## config.mk

```make
export PLATFORM = sky130hd
export DESIGN_NAME = dmem_arbiter_flat
export DESIGN_NICKNAME = d
export VERILOG_FILES = /design/src/rtl/dmem_arbiter_pkg.sv /design/src/rtl/dmem_arbiter_if.sv /design/src/rtl/dmem_arb_wait_counter.sv /design/src/rtl/dmem_arbiter.sv /design/src/flat_wrapper.sv
export SDC_FILE = /design/constraint.sdc
export NUM_CORES = 1
export LEC_CHECK = 0
export BUFFER_PORTS_ARGS = -buffer_cell sky130_fd_sc_hd__buf_2
export CAP_MARGIN = 20
export CORE_AREA = 4 4 118 120
export DETAILED_ROUTE_END_ITERATION = 10
export DIE_AREA = 0 0 122 124
export GPL_TIMING_DRIVEN = 1
export HOLD_SLACK_MARGIN = 0.08
export PLACE_DENSITY_LB_ADDON = 0.3
export SETUP_SLACK_MARGIN = 0.2
export SLEW_MARGIN = 10
export SYNTH_ARGS = -nofsm -noshare
export SYNTH_HDL_FRONTEND = slang
export SYNTH_SLANG_ARGS = --single-unit
```

## constraint.sdc

```tcl
create_clock -name clk -period 1.2 [get_ports clk]
set_input_delay 0.12 -clock clk [delete_from_list [all_inputs] [get_ports clk]]
set_output_delay 0.12 -clock clk [all_outputs]
set_load 0.05 [all_outputs]
```

## src/rtl/dmem_arbiter_pkg.sv

```systemverilog
`default_nettype none
// ---------------------------------------------------------------------------
// Module : dmem_arbiter_pkg
// Brief  : Shared widths, owner enum and request bundle for dmem_arbiter.
// Rev    : 1.0
// ---------------------------------------------------------------------------
package dmem_arbiter_pkg;

  localparam int DMEM_XLEN   = 32;
  localparam int DMEM_ADDR_W = 32;
  localparam int DMEM_BE_W   = 4;
  localparam int DMEM_WAIT_W = 8;

  typedef enum logic {OWN_CORE, OWN_DBG} dmem_owner_e;

  typedef struct packed {
    logic                   we;
    logic [DMEM_ADDR_W-1:0] addr;
    logic [DMEM_XLEN-1:0]   wdata;
    logic [DMEM_BE_W-1:0]   be;
  } dmem_req_t;

endpackage
`default_nettype wire

```

## src/rtl/dmem_arbiter_if.sv

```systemverilog
`default_nettype none
// ---------------------------------------------------------------------------
// Module : dmem_arbiter_if
// Brief  : Core, debug and memory-side signals of the data-memory arbiter.
// Rev    : 1.0
// ---------------------------------------------------------------------------
interface dmem_arbiter_if #(
  parameter int XLEN   = dmem_arbiter_pkg::DMEM_XLEN,
  parameter int ADDR_W = dmem_arbiter_pkg::DMEM_ADDR_W
);
  localparam int BE_W = dmem_arbiter_pkg::DMEM_BE_W;

  logic              core_req_valid;
  logic              core_req_ready;
  logic              core_req_we;
  logic [ADDR_W-1:0] core_req_addr;
  logic [XLEN-1:0]   core_req_wdata;
  logic [BE_W-1:0]   core_req_be;
  logic              core_rsp_valid;
  logic [XLEN-1:0]   core_rsp_rdata;

  logic              dbg_req_valid;
  logic              dbg_req_ready;
  logic              dbg_req_we;
  logic [ADDR_W-1:0] dbg_req_addr;
  logic [XLEN-1:0]   dbg_req_wdata;
  logic [BE_W-1:0]   dbg_req_be;
  logic              dbg_rsp_valid;
  logic [XLEN-1:0]   dbg_rsp_rdata;

  logic              mem_en;
  logic              mem_we;
  logic [ADDR_W-1:0] mem_addr;
  logic [XLEN-1:0]   mem_wdata;
  logic [BE_W-1:0]   mem_be;
  logic [XLEN-1:0]   mem_rdata;

  modport slave (
    input  core_req_valid, core_req_we, core_req_addr, core_req_wdata, core_req_be,
    output core_req_ready, core_rsp_valid, core_rsp_rdata,
    input  dbg_req_valid, dbg_req_we, dbg_req_addr, dbg_req_wdata, dbg_req_be,
    output dbg_req_ready, dbg_rsp_valid, dbg_rsp_rdata,
    output mem_en, mem_we, mem_addr, mem_wdata, mem_be,
    input  mem_rdata
  );

  modport master (
    output core_req_valid, core_req_we, core_req_addr, core_req_wdata, core_req_be,
    input  core_req_ready, core_rsp_valid, core_rsp_rdata,
    output dbg_req_valid, dbg_req_we, dbg_req_addr, dbg_req_wdata, dbg_req_be,
    input  dbg_req_ready, dbg_rsp_valid, dbg_rsp_rdata,
    input  mem_en, mem_we, mem_addr, mem_wdata, mem_be,
    output mem_rdata
  );

endinterface
`default_nettype wire

```

## src/rtl/dmem_arb_wait_counter.sv

```systemverilog
`default_nettype none
// ---------------------------------------------------------------------------
// Module : dmem_arb_wait_counter
// Brief  : Saturating count of refused debug cycles; flags a forced grant.
// Rev    : 1.0
// ---------------------------------------------------------------------------
module dmem_arb_wait_counter
  import dmem_arbiter_pkg::*;
#(
  parameter int MAX_WAIT = 8
) (
  input  wire  clk,
  input  wire  areset_n,
  input  wire  dbg_req_valid,
  input  wire  dbg_req_accept,
  output logic force_grant
);

  localparam logic [DMEM_WAIT_W-1:0] C_MAX_WAIT = DMEM_WAIT_W'(MAX_WAIT);

  logic [DMEM_WAIT_W-1:0] r_wait_cnt;

  always_ff @(posedge clk or negedge areset_n) begin
    if (!areset_n) begin
      r_wait_cnt <= '0;
    end else if (!dbg_req_valid || dbg_req_accept) begin
      r_wait_cnt <= '0;
    end else if (r_wait_cnt != '1) begin
      r_wait_cnt <= r_wait_cnt + 1'b1;
    end
  end

  // A stale count must not steal the slot once debug has withdrawn.
  assign force_grant = dbg_req_valid && (r_wait_cnt == C_MAX_WAIT);

endmodule
`default_nettype wire

```

## src/rtl/dmem_arbiter.sv

```systemverilog
`default_nettype none
// ---------------------------------------------------------------------------
// Module : dmem_arbiter
// Brief  : Core/debug arbiter for the single-port data memory, one-cycle
//          response routing. Optional starvation guard: DMEM_ARB_STARVE_GUARD_EN.
// Rev    : 1.0
// ---------------------------------------------------------------------------
module dmem_arbiter
  import dmem_arbiter_pkg::*;
#(
  parameter int XLEN     = DMEM_XLEN,
  parameter int ADDR_W   = DMEM_ADDR_W,
  parameter int MAX_WAIT = 8
) (
  input wire            clk,
  input wire            areset_n,
  dmem_arbiter_if.slave bus
);

  dmem_req_t   w_core_req;
  dmem_req_t   w_dbg_req;
  dmem_req_t   w_grant_req;
  logic        w_force_dbg;
  logic        w_core_accept;
  logic        w_dbg_accept;
  logic [XLEN-1:0] w_rsp_rdata;

  logic        r_rsp_pending;
  logic        r_rsp_we;
  dmem_owner_e r_rsp_owner;

`ifdef DMEM_ARB_STARVE_GUARD_EN
  dmem_arb_wait_counter #(
    .MAX_WAIT (MAX_WAIT)
  ) u_wait_counter (
    .clk            (clk),
    .areset_n       (areset_n),
    .dbg_req_valid  (bus.dbg_req_valid),
    .dbg_req_accept (w_dbg_accept),
    .force_grant    (w_force_dbg)
  );
`else
  assign w_force_dbg = 1'b0;
`endif

  // Readiness is gated by the raw reset so nothing is accepted while held.
  assign w_core_accept = areset_n && bus.core_req_valid && !w_force_dbg;
  assign w_dbg_accept  = areset_n && bus.dbg_req_valid &&
                         (!bus.core_req_valid || w_force_dbg);

  assign bus.core_req_ready = w_core_accept;
  assign bus.dbg_req_ready  = w_dbg_accept;

  assign w_core_req = '{we:    bus.core_req_we,
                        addr:  DMEM_ADDR_W'(bus.core_req_addr),
                        wdata: DMEM_XLEN'(bus.core_req_wdata),
                        be:    bus.core_req_be};
  assign w_dbg_req  = '{we:    bus.dbg_req_we,
                        addr:  DMEM_ADDR_W'(bus.dbg_req_addr),
                        wdata: DMEM_XLEN'(bus.dbg_req_wdata),
                        be:    bus.dbg_req_be};

  always_comb begin
    w_grant_req = '0;
    if (w_core_accept) begin
      w_grant_req = w_core_req;
    end else if (w_dbg_accept) begin
      w_grant_req = w_dbg_req;
    end
  end

  assign bus.mem_en    = w_core_accept || w_dbg_accept;
  assign bus.mem_we    = w_grant_req.we;
  assign bus.mem_addr  = ADDR_W'(w_grant_req.addr);
  assign bus.mem_wdata = XLEN'(w_grant_req.wdata);
  assign bus.mem_be    = w_grant_req.be;

  always_ff @(posedge clk or negedge areset_n) begin
    if (!areset_n) begin
      r_rsp_pending <= 1'b0;
      r_rsp_we      <= 1'b0;
      r_rsp_owner   <= OWN_CORE;
    end else begin
      r_rsp_pending <= w_core_accept || w_dbg_accept;
      r_rsp_we      <= w_grant_req.we;
      r_rsp_owner   <= w_dbg_accept ? OWN_DBG : OWN_CORE;
    end
  end

  // Write acks carry zero data; read data comes straight from the memory.
  assign w_rsp_rdata = (r_rsp_pending && !r_rsp_we) ? bus.mem_rdata : '0;

  assign bus.core_rsp_valid = r_rsp_pending && (r_rsp_owner == OWN_CORE);
  assign bus.dbg_rsp_valid  = r_rsp_pending && (r_rsp_owner == OWN_DBG);
  assign bus.core_rsp_rdata = bus.core_rsp_valid ? w_rsp_rdata : '0;
  assign bus.dbg_rsp_rdata  = bus.dbg_rsp_valid  ? w_rsp_rdata : '0;

endmodule
`default_nettype wire

```

## src/flat_wrapper.sv

```systemverilog
// flat-port wrapper written by rule: the top's interface ports become plain ports
module dmem_arbiter_flat import dmem_arbiter_pkg::*;
#(
  parameter int XLEN     = DMEM_XLEN,
  parameter int ADDR_W   = DMEM_ADDR_W,
  parameter int MAX_WAIT = 8
)
  (clk, areset_n, bus_core_req_valid, bus_core_req_we, bus_core_req_addr, bus_core_req_wdata, bus_core_req_be, bus_core_req_ready, bus_core_rsp_valid, bus_core_rsp_rdata, bus_dbg_req_valid, bus_dbg_req_we, bus_dbg_req_addr, bus_dbg_req_wdata, bus_dbg_req_be, bus_dbg_req_ready, bus_dbg_rsp_valid, bus_dbg_rsp_rdata, bus_mem_en, bus_mem_we, bus_mem_addr, bus_mem_wdata, bus_mem_be, bus_mem_rdata);
  dmem_arbiter_if #(.XLEN(XLEN), .ADDR_W(ADDR_W)) bus_i ();
  input wire clk;
  input wire areset_n;
  input wire logic [$bits(bus_i.core_req_valid)-1:0] bus_core_req_valid;
  input wire logic [$bits(bus_i.core_req_we)-1:0] bus_core_req_we;
  input wire logic [$bits(bus_i.core_req_addr)-1:0] bus_core_req_addr;
  input wire logic [$bits(bus_i.core_req_wdata)-1:0] bus_core_req_wdata;
  input wire logic [$bits(bus_i.core_req_be)-1:0] bus_core_req_be;
  output wire logic [$bits(bus_i.core_req_ready)-1:0] bus_core_req_ready;
  output wire logic [$bits(bus_i.core_rsp_valid)-1:0] bus_core_rsp_valid;
  output wire logic [$bits(bus_i.core_rsp_rdata)-1:0] bus_core_rsp_rdata;
  input wire logic [$bits(bus_i.dbg_req_valid)-1:0] bus_dbg_req_valid;
  input wire logic [$bits(bus_i.dbg_req_we)-1:0] bus_dbg_req_we;
  input wire logic [$bits(bus_i.dbg_req_addr)-1:0] bus_dbg_req_addr;
  input wire logic [$bits(bus_i.dbg_req_wdata)-1:0] bus_dbg_req_wdata;
  input wire logic [$bits(bus_i.dbg_req_be)-1:0] bus_dbg_req_be;
  output wire logic [$bits(bus_i.dbg_req_ready)-1:0] bus_dbg_req_ready;
  output wire logic [$bits(bus_i.dbg_rsp_valid)-1:0] bus_dbg_rsp_valid;
  output wire logic [$bits(bus_i.dbg_rsp_rdata)-1:0] bus_dbg_rsp_rdata;
  output wire logic [$bits(bus_i.mem_en)-1:0] bus_mem_en;
  output wire logic [$bits(bus_i.mem_we)-1:0] bus_mem_we;
  output wire logic [$bits(bus_i.mem_addr)-1:0] bus_mem_addr;
  output wire logic [$bits(bus_i.mem_wdata)-1:0] bus_mem_wdata;
  output wire logic [$bits(bus_i.mem_be)-1:0] bus_mem_be;
  input wire logic [$bits(bus_i.mem_rdata)-1:0] bus_mem_rdata;
  assign bus_i.core_req_valid = bus_core_req_valid;
  assign bus_i.core_req_we = bus_core_req_we;
  assign bus_i.core_req_addr = bus_core_req_addr;
  assign bus_i.core_req_wdata = bus_core_req_wdata;
  assign bus_i.core_req_be = bus_core_req_be;
  assign bus_core_req_ready = bus_i.core_req_ready;
  assign bus_core_rsp_valid = bus_i.core_rsp_valid;
  assign bus_core_rsp_rdata = bus_i.core_rsp_rdata;
  assign bus_i.dbg_req_valid = bus_dbg_req_valid;
  assign bus_i.dbg_req_we = bus_dbg_req_we;
  assign bus_i.dbg_req_addr = bus_dbg_req_addr;
  assign bus_i.dbg_req_wdata = bus_dbg_req_wdata;
  assign bus_i.dbg_req_be = bus_dbg_req_be;
  assign bus_dbg_req_ready = bus_i.dbg_req_ready;
  assign bus_dbg_rsp_valid = bus_i.dbg_rsp_valid;
  assign bus_dbg_rsp_rdata = bus_i.dbg_rsp_rdata;
  assign bus_mem_en = bus_i.mem_en;
  assign bus_mem_we = bus_i.mem_we;
  assign bus_mem_addr = bus_i.mem_addr;
  assign bus_mem_wdata = bus_i.mem_wdata;
  assign bus_mem_be = bus_i.mem_be;
  assign bus_i.mem_rdata = bus_mem_rdata;
  dmem_arbiter #(.XLEN(XLEN), .ADDR_W(ADDR_W), .MAX_WAIT(MAX_WAIT)) u_core (.clk(clk), .areset_n(areset_n), .bus(bus_i));
endmodule
```

==> impl_metrics.py, run 1 <==
metrics = {
    "grt": {
        "grt_pass1_vias": 4297,
        "grt_max_degree": 31,
        "grt-ovfl-total": 0,
        "grt_antenna_before_repair": 1,
        "grt_pass1_wl_um": 22200,
        "grt_use_total_pct": 18.3,
    },
    "logic_synthesis": {
        "ys_top_cells_by_count": "nand2b_1 (102), nand3_1 (69), nor2_1 (65)",
        "synth_cells": 354,
        "yosysMostFrequentCell": "nand2b_1",
        "ys.flop_type": "dfrtp_1",
        "avgSynthCellArea_um2": 5.40,
        "yosys.cell_types.count": 17,
        "yosysWarnings": 0,
        "synthTopCellsByArea": "nand2b_1 (33%), nand3_1 (18%), nor2_1 (13%)",
        "yosysSeqAreaShare_pct": 3.92,
        "synth_nets": 528,
        "synthArstFlopShare_pct": 100,
        "ys_ff_latch": 3,
        "synth_edf_count": 0,
        "netlist.area_leader.share_pct": 33.4,
        "yosysTopAreaCell": "nand2b_1",
        "syn_area_um2": 1910,
    },
    "sta": {
        "slew_headroom_pct": 86.6,
        "finalMaxSlewViolations": 0,
        "fmax_mhz": 690,
        "rsz0062_at_grt": "true",
        "fin_ws_ns": -0.249,
        "post-route-period-util_pct": 121,
        "layout_min_cycle_time_ns": 1.45,
        "worst_pin_slew_ns": 0.201,
        "setup_viol": 66,
        "final_hold_viol_count": 0,
        "hold_slack_ns": 0.241,
    },
    "critical_path": {
        "crit_type": "reg -> out",
        "arrival_ns": 1.33,
        "worstPathRequired_ns": 1.08,
        "critPathLaunch": "u_core.r_rsp_we",
        "crit_buf_inv": 2,
        "crit_family": "flip-flops",
        "critPathLaunchType": "flip-flop",
        "critPathMaxStageDelay_ns": 0.46,
        "crit_chain": "clkbuf_16 -> nand2b_4 -> nor2_4 -> buf_6",
        "endpoint_kind": "output port",
        "cp_slowest_cell": "dfrtp_2",
        "critPathMaxFanout": 11,
    },
    "power_and_ir_drop": {
        "p_leak_nw": 3.42,
        "comb_power_share_pct": 84.2,
        "swShare_pct": 48.8,
        "seqPwrFrac_pct": 2.9,
        "power.switching_w": 0.00200,
        "power.total_w": 0.00409,
        "p_clk_share_pct": 12.9,
        "p_int_w": 0.00210,
        "vdd.ir_drop.worst_mv": 0.347,
        "p_per_area_nw_per_um2": 530,
    },
    "drt": {
        "wl_per_cell_um": 17.5,
        "first_pass_iters": 4,
        "ant_nets": 0,
        "drc": 0,
        "wl_um": 15300,
        "first_iter_violations": 73,
        "num_vias": 3968,
        "vias_per_cell": 4.52,
    },
    "place": {
        "place_congestion": 0.820,
        "post-dp-hpwl_um": 10800,
        "io_buffers": 311,
        "dp_slack_ns": -0.0893,
    },
    "cts": {
        "cts_buffers": 3,
        "htree_num_levels": 1,
        "clkTransAtPathRegs_ns": 0.03,
        "clock-sinks": 3,
        "clock_path_buffers": 2,
        "cts_tree": "built",
        "clockRootBuffer": "clkbuf_16",
    },
    "hold_path": {
        "worstHoldPathType": "in -> reg",
        "worst_hold_startpoint": "bus_dbg_req_valid",
    },
    "floorplan": {
        "ios": 312,
        "die_area_um2": 15100,
        "core_region_area_um2": 13000,
        "rows": 42,
        "die_width_um": 122,
        "die_h_um": 124,
        "start_util_pct": 14.7,
    },
    "layout": {
        "area_growth_pct": 303,
        "fin_nets": 876,
        "drive_above_1_share_pct": 87.6,
    },
    "run_status": {
        "status": "complete, but fails checks",
        "failed_checks": "negative setup slack",
    },
    "job": {
        "max_cap_viol_count": 0,
    },
}
## metrics by stage
stage / util [%] / std cells / TNS, ns / instance area [um2]
after detailed placement: 43.7 / 847 / -6.53 / 5670
after global routing: 59.5 / 878 / -16.49 / 7720
after CTS: 57.5 / 874 / -12.43 / 7470
final: 59.5 / 878 / -13.83 / 7720
after floorplan: - / 354 / -0.264 / 3710
after global placement: 43.7 / 847 / -5.71 / 5670
## layer usage
layer  wire length, um  part of all wire [%]  vias to the layer above  track usage, %
met5                 0                     0                        -               0
met4               373                   2.4                        0            4.90
met1              5050                    33                     1861            19.0
met2              8490                    55                      206            36.1
li1                  -                     -                     1879               -
met3              1420                   9.2                       22            5.00
## repair_timing
| action | in CTS | in global routing |
|---|---|---|
| endpoints found under the hold margin | 3 | 0 |
| gates cloned | 8 | 3 |
| gates resized for setup | 370 | 44 |
| hold buffers | 2 | 0 |
| setup buffers | 13 | 0 |
| pin swaps | 17 | 13 |
| endpoints found under the setup margin | 138 | 137 |
## final timing paths
check | end | slack [ns] | cells after the start
worst max-delay path | bus_dbg_rsp_rdata[18] | -0.25 | 4
worst min-delay path | u_core.r_rsp_pending | 0.24 | 3
max in group asynchronous | u_core.r_rsp_pending | 0.55 | 4
min in group asynchronous | u_core.r_rsp_we | 0.46 | 3
## cell usage in the layout, fill, tap and decap left out
master,netlist,final
and2_2,0,1
buf_12,0,23
buf_16,0,11
buf_2,11,170
buf_4,1,16
buf_6,7,110
buf_8,1,48
bufbuf_16,0,1
clkbuf_1,18,1
clkbuf_16,0,5
clkinvlp_4,0,2
dfrtp_1,3,1
dfrtp_2,0,2
diode_2,0,1
dlygate4sd3_1,0,2
nand2_4,0,1
nand2_8,0,1
nand2b_1,102,19
nand2b_4,0,83
nand3_1,69,64
nand3_2,0,5
nor2_2,0,1
nor2_4,0,64
o21a_2,0,1
o21ai_4,0,69
## layout make-up
cell class | instances | area [um2]
clock buffers | 4 | 78.8
repair buffers | 383 | 3800
multi-input cells | 309 | 3530
well taps | 176 | 220
flip-flops and latches | 3 | 77.6
inverters | 2 | 15.0
diodes | 1 | 2.50
fillers | 998 | 5260
## power groups by stage
stage / registers [W] / clock network, W / logic [W]
global route: 0.000120 / 0.000555 / 0.00359
global placement: 0.000116 / 0 / 0.00264
CTS: 0.000115 / 0.000540 / 0.00334
floorplan: 0.000113 / 0 / 0.00191
detailed placement: 0.000116 / 0 / 0.00267
finish: 0.000118 / 0.000530 / 0.00345
## registers in the layout (all words and copies together) (netlist names)
name,flops
u_core.r_rsp_we,1
u_core.r_rsp_owner,1
u_core.r_rsp_pending,1
## kinds of logic (layout without fill, tap and decap cells)
family	count (synthesis)	count (layout)	synth area share [%]
AO/OA/AOI/OAI	70	70	18.4
buffers and inverters	42	389	12.6
flip-flops	3	3	3.92
other	0	1	0
AND/OR/NAND/NOR	239	239	65.0
Power figures use the tool's default switching activity.
==> run 2, diff against run 1 <==
--- a/config.mk
+++ b/config.mk
@@ -7,9 +7,9 @@
 export LEC_CHECK = 0
 export BUFFER_PORTS_ARGS = -buffer_cell sky130_fd_sc_hd__buf_2
 export CAP_MARGIN = 20
-export CORE_AREA = 4 4 118 120
+export CORE_AREA = 4 4 119 121
 export DETAILED_ROUTE_END_ITERATION = 10
-export DIE_AREA = 0 0 122 124
+export DIE_AREA = 0 0 123 125
 export GPL_TIMING_DRIVEN = 1
 export HOLD_SLACK_MARGIN = 0.08
 export PLACE_DENSITY_LB_ADDON = 0.3
@@ -17,4 +17,5 @@
 export SLEW_MARGIN = 10
 export SYNTH_ARGS = -nofsm -noshare
 export SYNTH_HDL_FRONTEND = slang
+export SYNTH_HIERARCHICAL = 1
 export SYNTH_SLANG_ARGS = --single-unit
==> run 2 against run 1 <==
The flow still finishes with violations (negative setup slack). Die area rose by 1.6%. Count of clock-buffer cells in the layout did not move. Sequential cell count did not move. Routed wire length fell by 19%. Critical path depth rose by 1. Global-route usage fell by 3.7 points. Combinational power fell by 27%. Synthesized cell count fell by 51%. Sequential share of layout area rose by 0.43 points. Largest power group unchanged.
==> impl_metrics.py, run 2 <==
metrics = {
    "run_status": {
        "status": "complete, but fails checks",
        "failed_checks": "negative setup slack",
    },
    "critical_path": {
        "crit_chain": "nor3b_4 -> buf_6 -> clkbuf_16 -> and2_4 -> buf_8",
        "endpoint_kind": "output port",
        "arrival_ns": 1.46,
        "critPathMaxFanout": 7,
        "crit_type": "reg -> out",
        "cp_slowest_cell": "dfrtp_1",
        "critPathLaunchType": "flip-flop",
        "worstPathRequired_ns": 1.08,
        "crit_buf_inv": 3,
        "critPathMaxStageDelay_ns": 0.41,
        "crit_family": "buffers and inverters",
    },
    "floorplan": {
        "die_h_um": 125,
        "die_width_um": 123,
        "die_area_um2": 15400,
        "rows": 42,
        "start_util_pct": 11.0,
        "ios": 312,
        "core_region_area_um2": 13100,
    },
    "hold_path": {
        "worstHoldPathType": "in -> reg",
    },
    "cts": {
        "clkTransAtPathRegs_ns": 0.03,
        "htree_num_levels": 1,
        "clock_path_buffers": 2,
        "clock-sinks": 3,
        "clockRootBuffer": "clkbuf_16",
        "cts_buffers": 3,
        "cts_tree": "built",
    },
    "sta": {
        "worst_pin_slew_ns": 0.195,
        "fin_ws_ns": -0.375,
        "slew_headroom_pct": 87.0,
        "fmax_mhz": 635,
        "finalMaxSlewViolations": 0,
        "hold_slack_ns": 0.245,
        "layout_min_cycle_time_ns": 1.58,
        "final_hold_viol_count": 0,
        "post-route-period-util_pct": 131,
        "setup_viol": 113,
        "rsz0062_at_grt": "true",
    },
    "layout": {
        "postLayoutCoreUtil_pct": 40.5,
        "top_regs": "u_core/r_rsp_owner x1, u_core/r_rsp_pending x1, u_core/r_rsp_we x1",
        "final_common_cell": "buf_2",
        "fin_nets": 682,
        "drive_above_1_share_pct": 98.8,
        "area_growth_pct": 268,
        "layout_common_cells": "buf_2 (171), buf_6 (73), buf_8 (72)",
        "nFillCells": 1233,
    },
    "drt": {
        "wl_um": 12400,
        "first_pass_iters": 4,
        "vias_per_cell": 4.36,
        "first_iter_violations": 74,
        "drc": 0,
        "wl_per_cell_um": 18.2,
        "ant_nets": 0,
        "num_vias": 2979,
    },
    "job": {
        "max_cap_viol_count": 0,
    },
    "grt": {
        "grt-ovfl-total": 0,
        "grt_use_total_pct": 14.6,
        "grt_pass1_vias": 3323,
        "grt_pass1_wl_um": 18100,
        "grt_antenna_before_repair": 2,
        "grt_max_degree": 34,
    },
    "place": {
        "io_buffers": 311,
        "post-dp-hpwl_um": 8530,
        "place_congestion": 0.769,
    },
    "power_and_ir_drop": {
        "p_clk_share_pct": 16.5,
        "swShare_pct": 45.6,
        "comb_power_share_pct": 79.8,
        "vdd.ir_drop.worst_mv": 0.290,
        "p_int_w": 0.00172,
        "power.switching_w": 0.00144,
        "p_per_area_nw_per_um2": 595,
        "seqPwrFrac_pct": 3.6,
        "p_leak_nw": 2.90,
    },
    "logic_synthesis": {
        "ys_top_cells_by_count": "a32o_1 (69), and2_1 (66), buf_6 (9)",
        "ys.flop_type": "dfrtp_1",
        "synth_edf_count": 0,
        "syn_area_um2": 1440,
        "synth_nets": 349,
        "synth_cells": 175,
        "yosys.cell_types.count": 16,
        "synthTopCellsByArea": "a32o_1 (48%), and2_1 (29%), buf_6 (7.0%)",
        "netlist.area_leader.share_pct": 47.9,
        "synthArstFlopShare_pct": 100,
        "ys_ff_latch": 3,
        "yosysMostFrequentCell": "a32o_1",
        "yosysSeqAreaShare_pct": 5.21,
        "yosysWarnings": 6,
        "avgSynthCellArea_um2": 8.24,
        "yosysTopAreaCell": "a32o_1",
    },
}
-- run 2: cells by family (layout without fill, tap and decap cells) --
logic type,Yosys count,count (layout),synth area share (%)
buffers and inverters,30,362,14.7
AND/OR/NAND/NOR,72,72,31.7
flip-flops,3,3,5.21
AO/OA/AOI/OAI,70,70,48.4
other,0,1,0
-- run 2: per-stage QoR --
stage	power, W	cell area [um2]	worst slack, ns	cells	TNS [ns]
2_1_floorplan	0.00138	1750	-0.0408	175	-0.777
3_3_place_gp	0.00196	3560	-0.161	654	-12.99
3_5_place_dp	0.00197	3560	-0.199	654	-14.15
4_1_cts	0.00310	5170	-0.353	682	-24.02
5_1_grt	0.00330	5300	-0.448	684	-29.93
6_report	0.00316	5300	-0.375	684	-24.11
-- run 2: final timing paths --
kind	end	cells past startpoint	startpoint
min in group asynchronous	u_core/r_rsp_owner	3	areset_n
max in group asynchronous	u_core/r_rsp_owner	3	areset_n
setup / recovery	bus_core_rsp_rdata[0]	5	u_core/r_rsp_we
hold / removal	u_core/r_rsp_we	3	bus_core_req_we
-- run 2: layout make-up --
class                      instances  area (um2)  share of cell area (%)
timing repair buffer             357        3470                    65.5
multi-input combinational        142        1440                    27.2
tap                              176         220                    4.15
clock buffer                       4        78.8                    1.49
sequential                         3        76.3                    1.44
inverter                           1        6.26                   0.118
antenna                            1        2.50                  0.0472
-- run 2: routing by layer --
metal | track usage, % | share of wire [%] | routed length (um)
met2 | 29.2 | 54 | 6760
met1 | 14.9 | 33 | 4100
met4 | 3.65 | 1.3 | 159
met3 | 3.39 | 11 | 1410
met5 | 0 | 0.10 | 13
-- run 2: timing repair --
item,CTS,global route
pin swaps,15,10
endpoints found under the hold margin,3,0
resized for setup,348,29
endpoints found under the setup margin,137,138
buffers inserted,13,0
hold buffers,1,0
gates cloned,10,1
-- run 2: power groups by stage --
| stage | sequential [W] | clock (W) | combinational (W) |
|---|---|---|---|
| 6_report | 0.000114 | 0.000522 | 0.00252 |
| 5_1_grt | 0.000116 | 0.000552 | 0.00263 |
| 4_1_cts | 0.000114 | 0.000534 | 0.00246 |
| 3_5_place_dp | 0.000115 | 0 | 0.00186 |
| 3_3_place_gp | 0.000115 | 0 | 0.00184 |
| 2_1_floorplan | 0.000114 | 0 | 0.00126 |
==> run 3, diff against run 2 <==
--- a/config.mk
+++ b/config.mk
@@ -5,6 +5,7 @@
 export SDC_FILE = /design/constraint.sdc
 export NUM_CORES = 1
 export LEC_CHECK = 0
+export ABC_AREA = 1
 export BUFFER_PORTS_ARGS = -buffer_cell sky130_fd_sc_hd__buf_2
 export CAP_MARGIN = 20
 export CORE_AREA = 4 4 119 121
==> run 3 against run 2 <==
The flow still finishes with violations (negative setup slack). Maximum frequency increased by 7.3%. Core utilization increased by 15 points. Synthesized cell count rose by 110%. Via count increased by 39%. Routed wire length up 42%. Clock power increased by 2%. Count of clock-buffer cells in the layout unchanged. Area after synthesis is 18% higher. Critical endpoint is now bus_core_rsp_rdata[25].
==> impl_metrics.py, run 3 <==
metrics = {
    "logic_synthesis": {
        "ys.flop_type": "dfrtp_1",
        "syn_area_um2": 1710,
        "synth_edf_count": 0,
        "avgSynthCellArea_um2": 4.71,
        "ys_ff_latch": 3,
        "yosysMostFrequentCell": "nand2_1",
        "yosysTopAreaCell": "nand2_1",
        "synth_nets": 536,
        "ys_top_cells_by_count": "nand2_1 (142), nand4_1 (69), nor2_1 (66)",
        "netlist.area_leader.share_pct": 31.3,
        "synthArstFlopShare_pct": 100,
        "synthTopCellsByArea": "nand2_1 (31%), nand4_1 (25%), nor2_1 (15%)",
        "synth_cells": 362,
        "yosys.cell_types.count": 11,
        "yosysSeqAreaShare_pct": 4.40,
        "yosysWarnings": 6,
    },
    "layout": {
        "postLayoutCoreUtil_pct": 55.3,
        "area_growth_pct": 324,
        "fin_nets": 886,
        "layout_common_cells": "buf_2 (170), buf_8 (90), nand2_2 (74)",
        "drive_above_1_share_pct": 83.1,
        "final_cell_area_um2": 7230,
        "final_common_cell": "buf_2",
        "top_regs": "u_core/r_rsp_owner x1, u_core/r_rsp_pending x1, u_core/r_rsp_we x1",
        "nFillCells": 1112,
    },
    "power_and_ir_drop": {
        "vdd.ir_drop.worst_mv": 0.267,
        "seqPwrFrac_pct": 2.8,
        "comb_power_share_pct": 84.3,
        "p_clk_share_pct": 12.9,
        "p_int_w": 0.00210,
        "p_per_area_nw_per_um2": 568,
        "swShare_pct": 49.0,
        "power.total_w": 0.00411,
        "p_leak_nw": 3.40,
        "power.switching_w": 0.00202,
    },
    "run_status": {
        "failed_checks": "negative setup slack",
        "status": "complete, but fails checks",
    },
    "critical_path": {
        "critPathMaxFanout": 8,
        "endpoint_kind": "output port",
        "critPathLaunchType": "flip-flop",
        "arrival_ns": 1.35,
        "worstPathRequired_ns": 1.08,
        "critPathLaunch": "u_core/r_rsp_pending",
        "crit_type": "reg -> out",
    },
    "place": {
        "place_congestion": 0.782,
        "io_buffers": 311,
        "place_area_um2": 3980,
        "post-dp-hpwl_um": 9680,
    },
    "sta": {
        "worst_pin_slew_ns": 0.218,
        "hold_slack_ns": 0.163,
        "rsz0062_at_grt": "true",
        "post-route-period-util_pct": 122,
        "fin_tns_setup_ns": -13.86,
        "fmax_mhz": 681,
        "layout_min_cycle_time_ns": 1.47,
        "setup_viol": 78,
        "fin_ws_ns": -0.268,
        "final_hold_viol_count": 0,
        "finalMaxSlewViolations": 0,
        "slew_headroom_pct": 85.5,
    },
    "cts": {
        "htree_num_levels": 1,
        "clockRootBuffer": "clkbuf_16",
        "clkTransAtPathRegs_ns": 0.03,
        "clock-sinks": 3,
        "clock_path_buffers": 2,
        "cts_buffers": 3,
        "cts_tree": "built",
    },
    "hold_path": {
        "worstHoldPathType": "in -> reg",
        "worst_hold_startpoint": "bus_core_req_we",
    },
    "drt": {
        "first_iter_violations": 107,
        "first_pass_iters": 4,
        "num_vias": 4152,
        "drc": 0,
        "vias_per_cell": 4.68,
        "ant_nets": 0,
        "wl_um": 17600,
        "wl_per_cell_um": 19.8,
    },
    "grt": {
        "grt_pass1_vias": 4148,
        "grt_max_degree": 23,
        "grt_pass1_wl_um": 22100,
        "grt-ovfl-total": 0,
        "grt_use_total_pct": 18.0,
        "grt_antenna_before_repair": 1,
    },
    "job": {
        "max_cap_viol_count": 0,
    },
    "floorplan": {
        "ios": 312,
        "start_util_pct": 13.0,
        "die_h_um": 125,
        "die_width_um": 123,
        "core_region_area_um2": 13100,
        "die_area_um2": 15400,
        "rows": 42,
    },
}
-- run 3: worst max-delay path: stages, from the launching register on --
cell,delay (ns)
dfrtp_2,0.36
buf_12,0.13
clkbuf_16,0.18
nand3_2,0.13
nor2_2,0.14
buf_6,0.18
-- run 3: cell families after synthesis --
group	share of synthesized area, %
AND/OR/NAND/NOR	80.5
buffers and inverters	15.1
flip-flops	4.40
-- run 3: final cells by class --
cell class | instances | area (um2) | area share [%]
diodes | 1 | 2.50 | 0.0346
clock buffers | 4 | 78.8 | 1.09
inverters | 6 | 50.0 | 0.692
multi-input cells | 309 | 2430 | 33.6
flip-flops and latches | 3 | 77.6 | 1.07
well taps | 176 | 220 | 3.04
repair buffers | 389 | 4370 | 60.5
-- run 3: routing by layer --
| layer | vias to the layer above | share of wire [%] | track usage (%) |
|---|---|---|---|
| li1 | 1938 | - | - |
| met1 | 1928 | 37 | 21.1 |
| met2 | 252 | 51 | 32.5 |
| met3 | 34 | 8.7 | 4.02 |
| met4 | 0 | 3.0 | 5.34 |
| met5 | - | 0 | 0 |
-- run 3: worst paths after layout --
kind | to | slack, ns | cells past startpoint
max | bus_core_rsp_rdata[25] | -0.27 | 5
max in group asynchronous | u_core/r_rsp_we | 0.43 | 6
min in group asynchronous | u_core/r_rsp_pending | 0.56 | 5
min | u_core/r_rsp_we | 0.16 | 3
-- run 3: through the flow --
| step | setup slack, ns | instances |
|---|---|---|
| after floorplan | -0.277 | 362 |
| after global routing | -0.315 | 888 |
| after CTS | -0.220 | 868 |
| after detailed placement | -0.0721 | 826 |
| after global placement | -0.0591 | 826 |
| final | -0.268 | 888 |
-- run 3: timing repair --
item                       4_1_cts  5_1_grt
pin swaps                       60      106
cloned                          20       14
hold endpoints to repair         3        0
hold buffers                     2        0
gates resized for setup        333      289
buffers inserted                16        5
setup endpoints to repair      138      138
-- run 3: power groups by stage --
stage                     Combinational, W  Clock, W  Sequential, W
after floorplan                    0.00140         0       0.000111
after global placement             0.00209         0       0.000113
after detailed placement           0.00209         0       0.000114
after CTS                          0.00284  0.000539       0.000118
after global routing               0.00360  0.000556       0.000116
final                              0.00346  0.000531       0.000116
